File: src/rtl/qed_pkg.sv
`default_nettype none
// ============================================================================
// Module      : qed_pkg
// Description : Opcodes, instruction classes and FSM states for the QED
//               duplicate-instruction stream.
// Revision    : 1.0 - initial release
// ============================================================================
package qed_pkg;

    localparam logic [6:0] c_OP_R     = 7'b0110011;
    localparam logic [6:0] c_OP_I     = 7'b0010011;
    localparam logic [6:0] c_OP_LUI   = 7'b0110111;
    localparam logic [6:0] c_OP_AUIPC = 7'b0010111;
    localparam logic [6:0] c_OP_LOAD  = 7'b0000011;
    localparam logic [6:0] c_OP_STORE = 7'b0100011;

    typedef enum logic [2:0] {
        CLS_R,
        CLS_I,
        CLS_LUI,
        CLS_AUIPC,
        CLS_LOAD,
        CLS_STORE,
        CLS_BARRIER
    } instr_cls_e;

    typedef enum logic [0:0] {
        ST_ORIG,
        ST_DRAIN
    } state_e;

endpackage
`default_nettype wire

File: src/rtl/qed_dup_transform.sv
`default_nettype none
// ============================================================================
// Module      : qed_dup_transform
// Description : Combinational class decode, EDDI-V duplicate transform and
//               register-range check for one instruction.
// Revision    : 1.0 - initial release
// ============================================================================
module qed_dup_transform
    import qed_pkg::*;
#(
    parameter int REG_AW       = 5,
    parameter int MEM_PART_BIT = 6
) (
    input  logic [31:0] i_instr,
    output logic [31:0] o_dup_instr,
    output logic        o_barrier,
    output logic        o_reg_err
);

    localparam logic [4:0]  c_REG_HI   = 5'(1 << (REG_AW - 1));
    localparam logic [11:0] c_PART     = 12'(1 << MEM_PART_BIT);
    localparam logic [11:0] c_LOW_MASK = 12'((1 << MEM_PART_BIT) - 1);

    instr_cls_e  w_cls;
    logic        w_has_rd;
    logic        w_has_rs1;
    logic        w_has_rs2;
    logic [4:0]  w_rd;
    logic [4:0]  w_rs1;
    logic [4:0]  w_rs2;
    logic [11:0] w_ld_imm;
    logic [11:0] w_st_imm;

    // x0 must stay x0 so the duplicate keeps its hard-wired-zero semantics
    function automatic logic [4:0] f_dup_reg(input logic [4:0] r);
        return (r == 5'd0) ? r : (r | c_REG_HI);
    endfunction

    always_comb begin
        w_cls = CLS_BARRIER;
        case (i_instr[6:0])
            c_OP_R:     w_cls = CLS_R;
            c_OP_I:     w_cls = CLS_I;
            c_OP_LUI:   w_cls = CLS_LUI;
            c_OP_AUIPC: w_cls = CLS_AUIPC;
            c_OP_LOAD:  w_cls = CLS_LOAD;
            c_OP_STORE: w_cls = CLS_STORE;
            default:    w_cls = CLS_BARRIER;
        endcase
    end

    assign w_rd      = i_instr[11:7];
    assign w_rs1     = i_instr[19:15];
    assign w_rs2     = i_instr[24:20];
    assign w_has_rd  = (w_cls == CLS_R) || (w_cls == CLS_I) || (w_cls == CLS_LUI)
                    || (w_cls == CLS_AUIPC) || (w_cls == CLS_LOAD);
    assign w_has_rs1 = (w_cls == CLS_R) || (w_cls == CLS_I)
                    || (w_cls == CLS_LOAD) || (w_cls == CLS_STORE);
    assign w_has_rs2 = (w_cls == CLS_R) || (w_cls == CLS_STORE);

    assign w_ld_imm  = c_PART | (i_instr[31:20] & c_LOW_MASK);
    assign w_st_imm  = c_PART | ({i_instr[31:25], i_instr[11:7]} & c_LOW_MASK);

    always_comb begin
        o_dup_instr = i_instr;
        if (w_has_rd)  o_dup_instr[11:7]  = f_dup_reg(w_rd);
        if (w_has_rs1) o_dup_instr[19:15] = f_dup_reg(w_rs1);
        if (w_has_rs2) o_dup_instr[24:20] = f_dup_reg(w_rs2);
        if (w_cls == CLS_LOAD) o_dup_instr[31:20] = w_ld_imm;
        if (w_cls == CLS_STORE) begin
            o_dup_instr[31:25] = w_st_imm[11:5];
            o_dup_instr[11:7]  = w_st_imm[4:0];
        end
    end

    assign o_barrier = (w_cls == CLS_BARRIER);
    assign o_reg_err = (w_has_rd  && w_rd[REG_AW-1])
                    || (w_has_rs1 && w_rs1[REG_AW-1])
                    || (w_has_rs2 && w_rs2[REG_AW-1]);

endmodule
`default_nettype wire

File: src/rtl/qed_dup_stream.sv
`default_nettype none
// ============================================================================
// Module      : qed_dup_stream
// Description : EDDI-V duplicate-instruction generator: passes originals,
//               queues duplicates and drains them as sequenced blocks.
// Revision    : 1.0 - initial release
// ============================================================================
module qed_dup_stream
    import qed_pkg::*;
#(
    parameter int REG_AW       = 5,
    parameter int MEM_PART_BIT = 6,
    parameter int DEPTH        = 8
) (
    input  logic                   clk,
    input  logic                   rst,
    input  logic                   qed_ena,
    input  logic                   drain_req,
    input  logic [31:0]            in_instr,
    input  logic                   in_valid,
    output logic                   in_ready,
    output logic [31:0]            out_instr,
    output logic                   out_valid,
    input  logic                   out_ready,
    output logic                   out_is_dup,
    output logic [$clog2(DEPTH):0] fifo_count,
    output logic                   busy,
    output logic                   err_reg_range
);

    localparam int                 c_PTR_W   = $clog2(DEPTH);
    localparam int                 c_CNT_W   = c_PTR_W + 1;
    localparam logic [c_CNT_W-1:0] c_FULL    = c_CNT_W'(DEPTH);
    localparam logic [c_CNT_W-1:0] c_CNT_ONE = c_CNT_W'(1);
    localparam logic [c_PTR_W-1:0] c_PTR_ONE = c_PTR_W'(1);

    state_e             r_state_q, w_state_d;
    logic               r_mode_q, w_mode_d;
    logic               r_err_q, w_err_d;
    logic [c_PTR_W-1:0] r_head_q, w_head_d;
    logic [c_PTR_W-1:0] r_tail_q, w_tail_d;
    logic [c_CNT_W-1:0] r_count_q, w_count_d;
    logic [31:0]        r_out_instr_q, w_out_instr_d;
    logic               r_out_valid_q, w_out_valid_d;
    logic               r_out_dup_q, w_out_dup_d;
    logic [31:0]        r_fifo_mem [DEPTH];

    logic        w_dup_instr;
    logic [31:0] w_dup;
    logic        w_barrier;
    logic        w_reg_err;
    logic        w_slot_free;
    logic        w_empty;
    logic        w_mode;
    logic        w_in_ready;
    logic        w_accept;
    logic        w_push;
    logic        w_pop;

    qed_dup_transform #(
        .REG_AW       (REG_AW),
        .MEM_PART_BIT (MEM_PART_BIT)
    ) u_transform (
        .i_instr     (in_instr),
        .o_dup_instr (w_dup),
        .o_barrier   (w_barrier),
        .o_reg_err   (w_reg_err)
    );

    assign w_dup_instr = !w_barrier;
    assign w_slot_free = !r_out_valid_q || out_ready;
    assign w_empty     = (r_count_q == '0);
    // Mode follows qed_ena only between blocks so a block never mixes modes
    assign w_mode      = (r_state_q == ST_ORIG && w_empty) ? qed_ena : r_mode_q;

    always_comb begin
        w_in_ready = 1'b0;
        if (r_state_q == ST_ORIG) begin
            if (!w_mode) w_in_ready = w_slot_free;
            else         w_in_ready = w_slot_free && (r_count_q != c_FULL)
                                   && !(w_barrier && !w_empty);
        end
    end

    assign w_accept = in_valid && w_in_ready;
    assign w_push   = w_accept && w_mode && w_dup_instr;
    assign w_pop    = (r_state_q == ST_DRAIN) && w_slot_free && !w_empty;

    always_comb begin
        w_head_d      = r_head_q;
        w_tail_d      = r_tail_q;
        w_count_d     = r_count_q;
        w_state_d     = r_state_q;
        w_mode_d      = w_mode;
        w_err_d       = r_err_q || (w_accept && w_mode && w_reg_err);
        w_out_instr_d = r_out_instr_q;
        w_out_valid_d = r_out_valid_q;
        w_out_dup_d   = r_out_dup_q;

        if (w_push) begin
            w_tail_d  = r_tail_q + c_PTR_ONE;
            w_count_d = r_count_q + c_CNT_ONE;
        end else if (w_pop) begin
            w_head_d  = r_head_q + c_PTR_ONE;
            w_count_d = r_count_q - c_CNT_ONE;
        end

        if (w_accept) begin
            w_out_valid_d = 1'b1;
            w_out_instr_d = in_instr;
            w_out_dup_d   = 1'b0;
        end else if (w_pop) begin
            w_out_valid_d = 1'b1;
            w_out_instr_d = r_fifo_mem[r_head_q];
            w_out_dup_d   = 1'b1;
        end else if (w_slot_free) begin
            w_out_valid_d = 1'b0;
        end

        case (r_state_q)
            ST_ORIG: begin
                if (w_mode && (w_count_d != '0) && ((w_count_d == c_FULL) || drain_req
                                                  || (in_valid && w_barrier)))
                    w_state_d = ST_DRAIN;
            end
            ST_DRAIN: begin
                if (w_pop && (w_count_d == '0)) w_state_d = ST_ORIG;
            end
            default: w_state_d = ST_ORIG;
        endcase
    end

    always_ff @(posedge clk) begin
        if (rst) begin
            r_state_q     <= ST_ORIG;
            r_mode_q      <= 1'b0;
            r_err_q       <= 1'b0;
            r_head_q      <= '0;
            r_tail_q      <= '0;
            r_count_q     <= '0;
            r_out_instr_q <= '0;
            r_out_valid_q <= 1'b0;
            r_out_dup_q   <= 1'b0;
        end else begin
            r_state_q     <= w_state_d;
            r_mode_q      <= w_mode_d;
            r_err_q       <= w_err_d;
            r_head_q      <= w_head_d;
            r_tail_q      <= w_tail_d;
            r_count_q     <= w_count_d;
            r_out_instr_q <= w_out_instr_d;
            r_out_valid_q <= w_out_valid_d;
            r_out_dup_q   <= w_out_dup_d;
        end
    end

    always_ff @(posedge clk) begin
        if (w_push) r_fifo_mem[r_tail_q] <= w_dup;
    end

    assign in_ready      = w_in_ready;
    assign out_instr     = r_out_instr_q;
    assign out_valid     = r_out_valid_q;
    assign out_is_dup    = r_out_dup_q;
    assign fifo_count    = r_count_q;
    assign busy          = (r_state_q == ST_DRAIN) || !w_empty;
    assign err_reg_range = r_err_q;

endmodule
`default_nettype wire

File: config.mk
export PLATFORM = sky130hd
export DESIGN_NAME = qed_dup_stream
export DESIGN_NICKNAME = d
export VERILOG_FILES = /design/src/rtl/qed_pkg.sv /design/src/rtl/qed_dup_transform.sv /design/src/rtl/qed_dup_stream.sv
export SDC_FILE = /design/constraint.sdc
export NUM_CORES = 1
export LEC_CHECK = 0
export ABC_CLOCK_PERIOD_IN_PS = 9350
export CAP_MARGIN = 0
export CORE_MARGIN = 1.5
export CORE_UTILIZATION = 35
export DETAILED_ROUTE_END_ITERATION = 12
export PLACE_DENSITY = 0.6
export SKIP_CTS_REPAIR_TIMING = 1
export SLEW_MARGIN = 10
export SYNTH_ARGS = -nofsm -noshare
export SYNTH_HDL_FRONTEND = slang
export SYNTH_SLANG_ARGS = --single-unit
File: constraint.sdc
create_clock -name clk -period 9.35 [get_ports clk]
set_input_delay 2.3375 -clock clk [delete_from_list [all_inputs] [get_ports clk]]
set_output_delay 2.3375 -clock clk [all_outputs]
set_load 0.01 [all_outputs]
==> results of run 1 <==
==> registers in the layout, indices dropped and copies added (netlist names), named ones only <==
register / flops
r_head_q: 3
r_fifo_mem: 256
r_mode_q: 1
err_reg_range: 1
r_tail_q: 3
r_state_q: 1
out_valid: 1
out_instr: 32
fifo_count: 4
out_is_dup: 1
==> layer usage <==
metal	GRT usage, %	vias up
met1	21.1	3249
met3	2.85	31
met5	0	-
met4	3.88	0
li1	-	2901
met2	24.3	137
==> worst paths after layout <==
path                       endpoint  slack [ps]  depth (start not counted)
hold / removal             register         480                          2
setup / recovery           in_ready        2410                          6
hold reg to reg            register         480                          2
setup reg to reg  r_fifo_mem[5][25]        5240                          8
==> kinds of logic after synthesis <==
logic type,count (synthesis)
buffers and inverters,46
AND/OR/NAND/NOR,135
XOR/XNOR,5
AO/OA/AOI/OAI,87
adder cells (fa/ha/maj),4
flip-flops,306
multiplexers,99
==> metrics by stage <==
| step | instance area, sq um | power (W) |
|---|---|---|
| floorplan | 12000 | 0.00155 |
| global placement | 13400 | 0.00162 |
| detailed placement | 13400 | 0.00162 |
| CTS | 14400 | 0.00288 |
| global route | 14400 | 0.00294 |
| finish | 14400 | 0.00285 |
==> layout make-up <==
type                    instances  area [sq um]  share of cell area [%]
repair buffers                 97           918                    6.36
inverters                       5          18.8                   0.130
clock inverters                 6          35.0                   0.243
multi-input cells             330          3180                    22.0
flip-flops and latches        306          8690                    60.2
clock buffers                  56          1040                    7.18
well taps                     448           561                    3.88
==> critical path, stage by stage <==
cell,delay [ps]
clkdlybuf4s50_1,700
and4bb_2,360
nand2_1,190
o211ai_1,280
and2_1,170
clkdlybuf4s50_1,540
==> power by group through the flow <==
stage	registers, W	logic (W)	clock network [W]
5_1_grt	0.00149	0.000106	0.00135
2_1_floorplan	0.00152	0.0000308	0
4_1_cts	0.00149	0.0000974	0.00129
3_3_place_gp	0.00152	0.0000957	0
6_report	0.00149	0.0000964	0.00126
3_5_place_dp	0.00152	0.0000971	0
==> cells in the mapped netlist, types with 2 or more instances <==
cell type / instances / area (sq um)
inv_1: 5 / 18.8
buf_1: 7 / 26.3
nand3_2: 2 / 20.0
nand2b_1: 3 / 18.8
a211oi_1: 2 / 15.0
a21oi_1: 36 / 180
a31oi_1: 5 / 31.3
nand3_1: 4 / 20.0
ha_1: 4 / 50.1
dfxtp_1: 50 / 1000
nand2_1: 74 / 278
nor2b_1: 7 / 43.8
or3b_2: 2 / 17.5
buf_2: 11 / 55.1
nor2_1: 15 / 56.3
nor3_1: 4 / 20.0
nand4b_1: 2 / 17.5
o211ai_1: 33 / 248
xor2_1: 2 / 17.5
and3_1: 3 / 18.8
xnor2_1: 3 / 26.3
mux2i_1: 33 / 330
o21bai_1: 4 / 30.0
nor4b_1: 2 / 17.5
o21ai_0: 2 / 10.0
clkbuf_1: 21 / 78.8
nor3b_1: 3 / 22.5
mux4_2: 64 / 1440
edfxtp_1: 256 / 7690
nor4_1: 5 / 31.3
==> qor_table.md, run 1 <==
| Parameter | Value | Unit |
|---|---|---|
| Run status | finished clean | - |
| CTS clk-pin slew, worst paths | 60 | ps |
| Sequential group share of total power | 52.3 | % |
| Share of the clock period used by the worst path after layout | 74.2 | % |
| TritonCTS sink count | 306 | - |
| Net total in the final layout | 816 | - |
| Maximum count of clock buffers along a single path | 3 | - |
| Share of post-route cells with drive strength above 1 | 19.0 | % |
| Remaining antenna violation count | 0 | - |
| DRC violations left | 0 | - |
| Worst Slack Setup Final | 2410 | ps |
| Worst slack after detailed placement | 2380 | ps |
| Initial antenna violation count | 0 | - |
| Instance count of the mapped netlist | 682 | - |
| Fill cells | 2908 | - |
| Power density over the cells | 198 | nW/um^2 |
| Met2 wire length | 12200 | um |
| Detailed-route via count | 6318 | - |
| Fin. max-slew vios | 0 | - |
| Most used flip-flop cell after synthesis | edfxtp_1 | - |
| Maximum clock frequency | 144 | MHz |
| Worst hold slack across all endpoints | 478 | ps |
| Worst Tran Pin Value | 1030 | ps |
| Tot GR Track Use | 15.1 | % |
| Top library cells by usage in the layout, fill and taps aside | edfxtp_1 (256), clkdlybuf4s50_1 (77), nand2_1 (74) | - |
| Cell area after technology mapping | 12000 | sq um |
| Root Driver | clkbuf_16 | - |
| Maximum capacitance violations | 0 | - |
| Origin of the critical flop-to-flop path | fifo_count[0] | - |
| Total die area | 35400 | sq um |
| Most common library cell in the layout ignoring fill and taps | edfxtp_1 | - |
| Final critical-path required period | 6940 | ps |
| Cell internal pwr | 0.00229 | W |
| Layout area overhead | 20.3 | % |
| Warnings from Yosys | 0 | - |
| # IOs | 79 | - |
| Residual overflow from global routing | 0 | - |
| DR WL/cell | 20.8 | um |
| Multiplexer fraction of the synthesized cell area | 15.0 | % |
| FFs w/ async S/R, synth | 0 | % |
| Worst setup path startpoint | in_instr[1] | - |
| Die Wd | 188 | um |
| Cts bufs inserted | 34 | - |
| Peak supply drop | 120 | uV |
| Via/cell ratio | 5.06 | - |
| Final hold viol count | 0 | - |
| Count of endpoints failing setup in the final report | 0 | - |
| Seq/Total Area, Yosys | 72.3 | % |
| Std cell rows | 67 | - |
| Total routed wire length on the met1 layer | 12000 | um |
| Worst setup EP type | primary output | - |
| Core Area | 33600 | sq um |
| Synth Area in Simple Gates | 5.67 | % |
| Detail Route met3 WL | 1210 | um |
| Worst setup skew after layout | 6.49 | ps |
| Max transition margin | 31.3 | % |
| Initial cell density of the core | 35.7 | % |
| Count of buffers from port buffering | 78 | - |
| First-pass GRT wire length | 40300 | um |
| Wirelength, routed | 25900 | um |
| Switching fraction of total power | 19.9 | % |
| Leak Pwr | 4.40 | nW |
| Synthesized-area fraction occupied by adder cells | 0.417 | % |
| CP Max Fanout | 10 | - |
| Power share of the combinational group | 3.4 | % |
| Last weighted congestion value of the routability-driven placer | 0.720 | - |
| Combinational family with the most area after synthesis | multiplexers | - |
| CTS tree | built | - |
| Crit path required time | 7010 | ps |
| Yosys reg bits | 306 | - |
| Path type of the worst setup path | input port to primary output | - |
| Class of the most critical hold timing path | register to register | - |
| Post-synthesis share of cell area spent on xor and xnor gates | 0.365 | % |
| Portion of total power attributed to the clock network | 44.3 | % |
| Vias in the first global route | 6535 | - |
| H-Tree Level Count | 2 | - |
| Number of nets in the synthesized netlist | 724 | - |
| Share of the core filled with cells in the final layout | 43.0 | % |
| Number of enable-type register cells in the synthesized netlist | 256 | - |
| Fraction of the mapped netlist area in compound gates | 4.64 | % |
| Power dissipated by switching net loads | 0.000567 | W |
| Critical hold path startpoint | r_head_q[1] | - |
| Half-perimeter wire length after placement | 14900 | um |
| Total negative slack | 0 | ps |
| Number of search-and-repair iterations in the first detailed-routing pass | 5 | - |
| Arr. time, crit path | 4600 | ps |
| Mean instance size in the synthesized netlist | 17.6 | sq um |
| Cell Count, Final, Fillers Out | 1248 | - |
| Top layer in use | met4 | - |
| Y dimension of the die | 188 | um |
| Count of different cell masters after synthesis | 48 | - |
| Antenna cell count | 0 | - |
| DRC violation total after the first TritonRoute iteration | 446 | - |
| RSZ-0062 raised after global routing | false | - |
| Largest net degree at the start of global routing | 51 | - |
| Placed cell count | 1186 | - |
| Worst-skew pair later-pin latency | 500 | ps |
| Crit start category | input port | - |
Power figures use the tool's default switching activity.
==> inputs of run 2 (changes only) <==
--- a/config.mk
+++ b/config.mk
@@ -5,7 +5,7 @@
 export SDC_FILE = /design/constraint.sdc
 export NUM_CORES = 1
 export LEC_CHECK = 0
-export ABC_CLOCK_PERIOD_IN_PS = 9350
+export ABC_CLOCK_PERIOD_IN_PS = 7210
 export CAP_MARGIN = 0
 export CORE_MARGIN = 1.5
 export CORE_UTILIZATION = 35
==> constraint.sdc (replaced) <==
create_clock -name clk -period 7.21 [get_ports clk]
set_input_delay 1.8025 -clock clk [delete_from_list [all_inputs] [get_ports clk]]
set_output_delay 1.8025 -clock clk [all_outputs]
set_load 0.01 [all_outputs]
==> qor_table.md, run 2 (synthesized netlist as in run 1, its figures left out) <==
| Parameter | Value | Unit | vs previous |
|---|---|---|---|
| Last weighted congestion value of the routability-driven placer | 0.733 | - | +1.8% |
| Crit start category | input port | - |  |
| Vias in the first global route | 6527 | - | -0.12% |
| H-Tree Level Count | 1 | - | -1 |
| Number of flip-flops in the largest register | 256 | - | unchanged |
| CTS clk-pin slew, worst paths | 60 | ps | about the same |
| DR WL/cell | 21.0 | um | +1.0% |
| Final design instance area without fill | 14500 | sq um | +0.59% |
| Worst setup skew after layout | 23.7 | ps | +17.2 ps |
| Number of search-and-repair iterations in the first detailed-routing pass | 5 | - | unchanged |
| Run status | finished clean | - |  |
| Share of the core filled with cells in the final layout | 43.2 | % | +0.25 points |
| Std cell rows | 67 | - | unchanged |
| Final critical-path required period | 5810 | ps |  |
| Master of the slowest instance on the critical path | clkdlybuf4s50_1 | - |  |
| Layout area overhead | 21.0 | % |  |
| Family of cells with the greatest summed delay on the critical path | buffers and inverters | - |  |
| Total die area | 35400 | sq um | unchanged |
| Wirelength, routed | 26100 | um | +0.59% |
| Initial antenna violation count | 0 | - | unchanged |
| Top layer in use | met4 | - |  |
| Y dimension of the die | 188 | um | unchanged |
| Cell Count, Final, Fillers Out | 1243 | - | -0.40% |
| RSZ-0062 raised after global routing | false | - |  |
| Top library cells by usage in the layout, fill and taps aside | edfxtp_1 (256), clkdlybuf4s50_1 (77), nand2_1 (74) | - |  |
| Placed cell count | 1185 | - | -0.084% |
| Overall power of the completed layout | 0.00386 | W | +35% |
| Worst setup EP type | primary output | - |  |
| Maximum clock frequency | 172 | MHz |  |
| Post-detailed-placement cell area | 13400 | sq um | about the same |
| Library cell appearing most often on the critical path | clkdlybuf4s50_1 | - |  |
| Fill cells | 2926 | - | +0.62% |
| DRC violation total after the first TritonRoute iteration | 493 | - | +11% |
| Total routed wire length on the met1 layer | 12100 | um | +0.30% |
| DRC violations left | 0 | - | unchanged |
| Largest net degree at the start of global routing | 65 | - | +27% |
| Maximum single-stage delay on the critical path | 700 | ps | about the same |
| Total negative slack | 0 | ps | unchanged |
| Cts bufs inserted | 31 | - | -8.8% |
| Via/cell ratio | 5.16 | - | +1.9% |
| Root Driver | clkbuf_16 | - |  |
| Leak Pwr | 4.45 | nW | +1.0% |
| Maximum count of clock buffers along a single path | 3 | - | unchanged |
| Peak supply drop | 183 | uV | +53% |
| # IOs | 79 | - | unchanged |
| Maximum capacitance violations | 0 | - | unchanged |
| Crit path required time | 5410 | ps | -1600 ps |
| Half-perimeter wire length after placement | 14700 | um | -1.4% |
| Most common library cell in the layout ignoring fill and taps | edfxtp_1 | - |  |
| CP Max Fanout | 10 | - | unchanged |
| TritonCTS sink count | 306 | - | unchanged |
| Die Wd | 188 | um | unchanged |
| Count of endpoints failing setup in the final report | 0 | - | unchanged |
| Power density over the cells | 265 | nW/um^2 | +34% |
| Register name with the most flops | r_fifo_mem | - |  |
| Core Area | 33600 | sq um | unchanged |
| Remaining antenna violation count | 0 | - | unchanged |
| Share of post-route cells with drive strength above 1 | 19.7 | % | +0.75 points |
| Path type of the worst setup path | input port to primary output | - |  |
| Met2 wire length | 12400 | um | +1.5% |
| Bufs and invs on worst path | 2 | - | unchanged |
| Arr. time, crit path | 4010 | ps | -590 ps |
| Count of buffers from port buffering | 78 | - | unchanged |
| Tot GR Track Use | 14.9 | % | -0.21 points |
| Max transition margin | 26.0 | % | -5.3 points |
| Worst Tran Pin Value | 1110 | ps | +77.5 ps |
| CTS tree | built | - |  |
| Initial cell density of the core | 35.7 | % | unchanged |
| Antenna cell count | 0 | - | unchanged |
| Detail Route met3 WL | 1150 | um | -4.9% |
| Residual overflow from global routing | 0 | - | unchanged |
| CP Cell Sequence | clkdlybuf4s50_1, and4bb_2, nand2_1, o211ai_1, and2_1, clkdlybuf4s50_1 | - |  |
| Worst-skew pair later-pin latency | 560 | ps | +60 ps |
| Class of the most critical hold timing path | register to register | - |  |
| Share of the clock period used by the worst path after layout | 80.6 | % |  |
| Net total in the final layout | 812 | - | -0.49% |
| Fin. max-slew vios | 0 | - | unchanged |
| Final hold viol count | 0 | - | unchanged |
| First-pass GRT wire length | 40300 | um | about the same |
| Detailed-route via count | 6412 | - | +1.5% |
[run 2: changes by cell type in the layout (fill, tap and decap cells not counted), sizes merged]
cell / previous run / this run
clkbuf: 56 / 35
clkinv: 3 / 11
bufinv: 0 / 9
inv: 6 / 7
buf: 20 / 19
clkinvlp: 2 / 1
[run 2: path summary, 6_finish.rpt]
path,from,to,depth (start not counted),slack [ps]
worst max-delay path,in_instr[0],in_ready,6,1400
worst min-delay path,r_head_q[1],register,2,480
worst max register to register,fifo_count[0],r_fifo_mem[7][30],7,3540
worst min register to register,r_head_q[1],register,2,480
[run 2: per-stage QoR]
step	hold WS [ps]	setup WS, ps
finish	479	1400
global route	519	1260
CTS	483	1370
detailed placement	469	1370
global placement	451	1390
floorplan	454	571
[run 2: per-layer routing]
layer / GRT usage [%] / vias to the layer above
li1: - / 2895
met1: 21.3 / 3338
met2: 23.9 / 148
met3: 2.16 / 31
met4: 3.63 / 0
met5: 0 / -
[run 2: where the power goes]
group / switching (W) / leakage (nW) / internal [W] / total, W
sequential: 0.00000815 / 2.71 / 0.00193 / 0.00193
combinational: 0.0000712 / 1.17 / 0.0000544 / 0.000126
clock: 0.000675 / 0.561 / 0.00112 / 0.00180
total: 0.000754 / 4.45 / 0.00310 / 0.00386
[run 2: worst reg2reg max path, delay by kind of cell, from the launching register on]
| kind | cells | cell delay [ps] |
|---|---|---|
| and+or+nand+nor | 4 | 2180 |
| muxes | 1 | 250 |
| DFF | 1 | 390 |
| buffers and inverters | 1 | 180 |
| adders and majority gates | 1 | 280 |
[run 2: layout make-up]
| class | instances | area (sq um) | share of cell area (%) |
|---|---|---|---|
| clock buffer | 35 | 801 | 5.51 |
| clock inverter | 23 | 352 | 2.42 |
| inverter | 5 | 18.8 | 0.129 |
| multi-input combinational | 330 | 3180 | 21.9 |
| sequential | 306 | 8690 | 59.9 |
| tap | 448 | 561 | 3.86 |
| timing repair buffer | 96 | 923 | 6.36 |
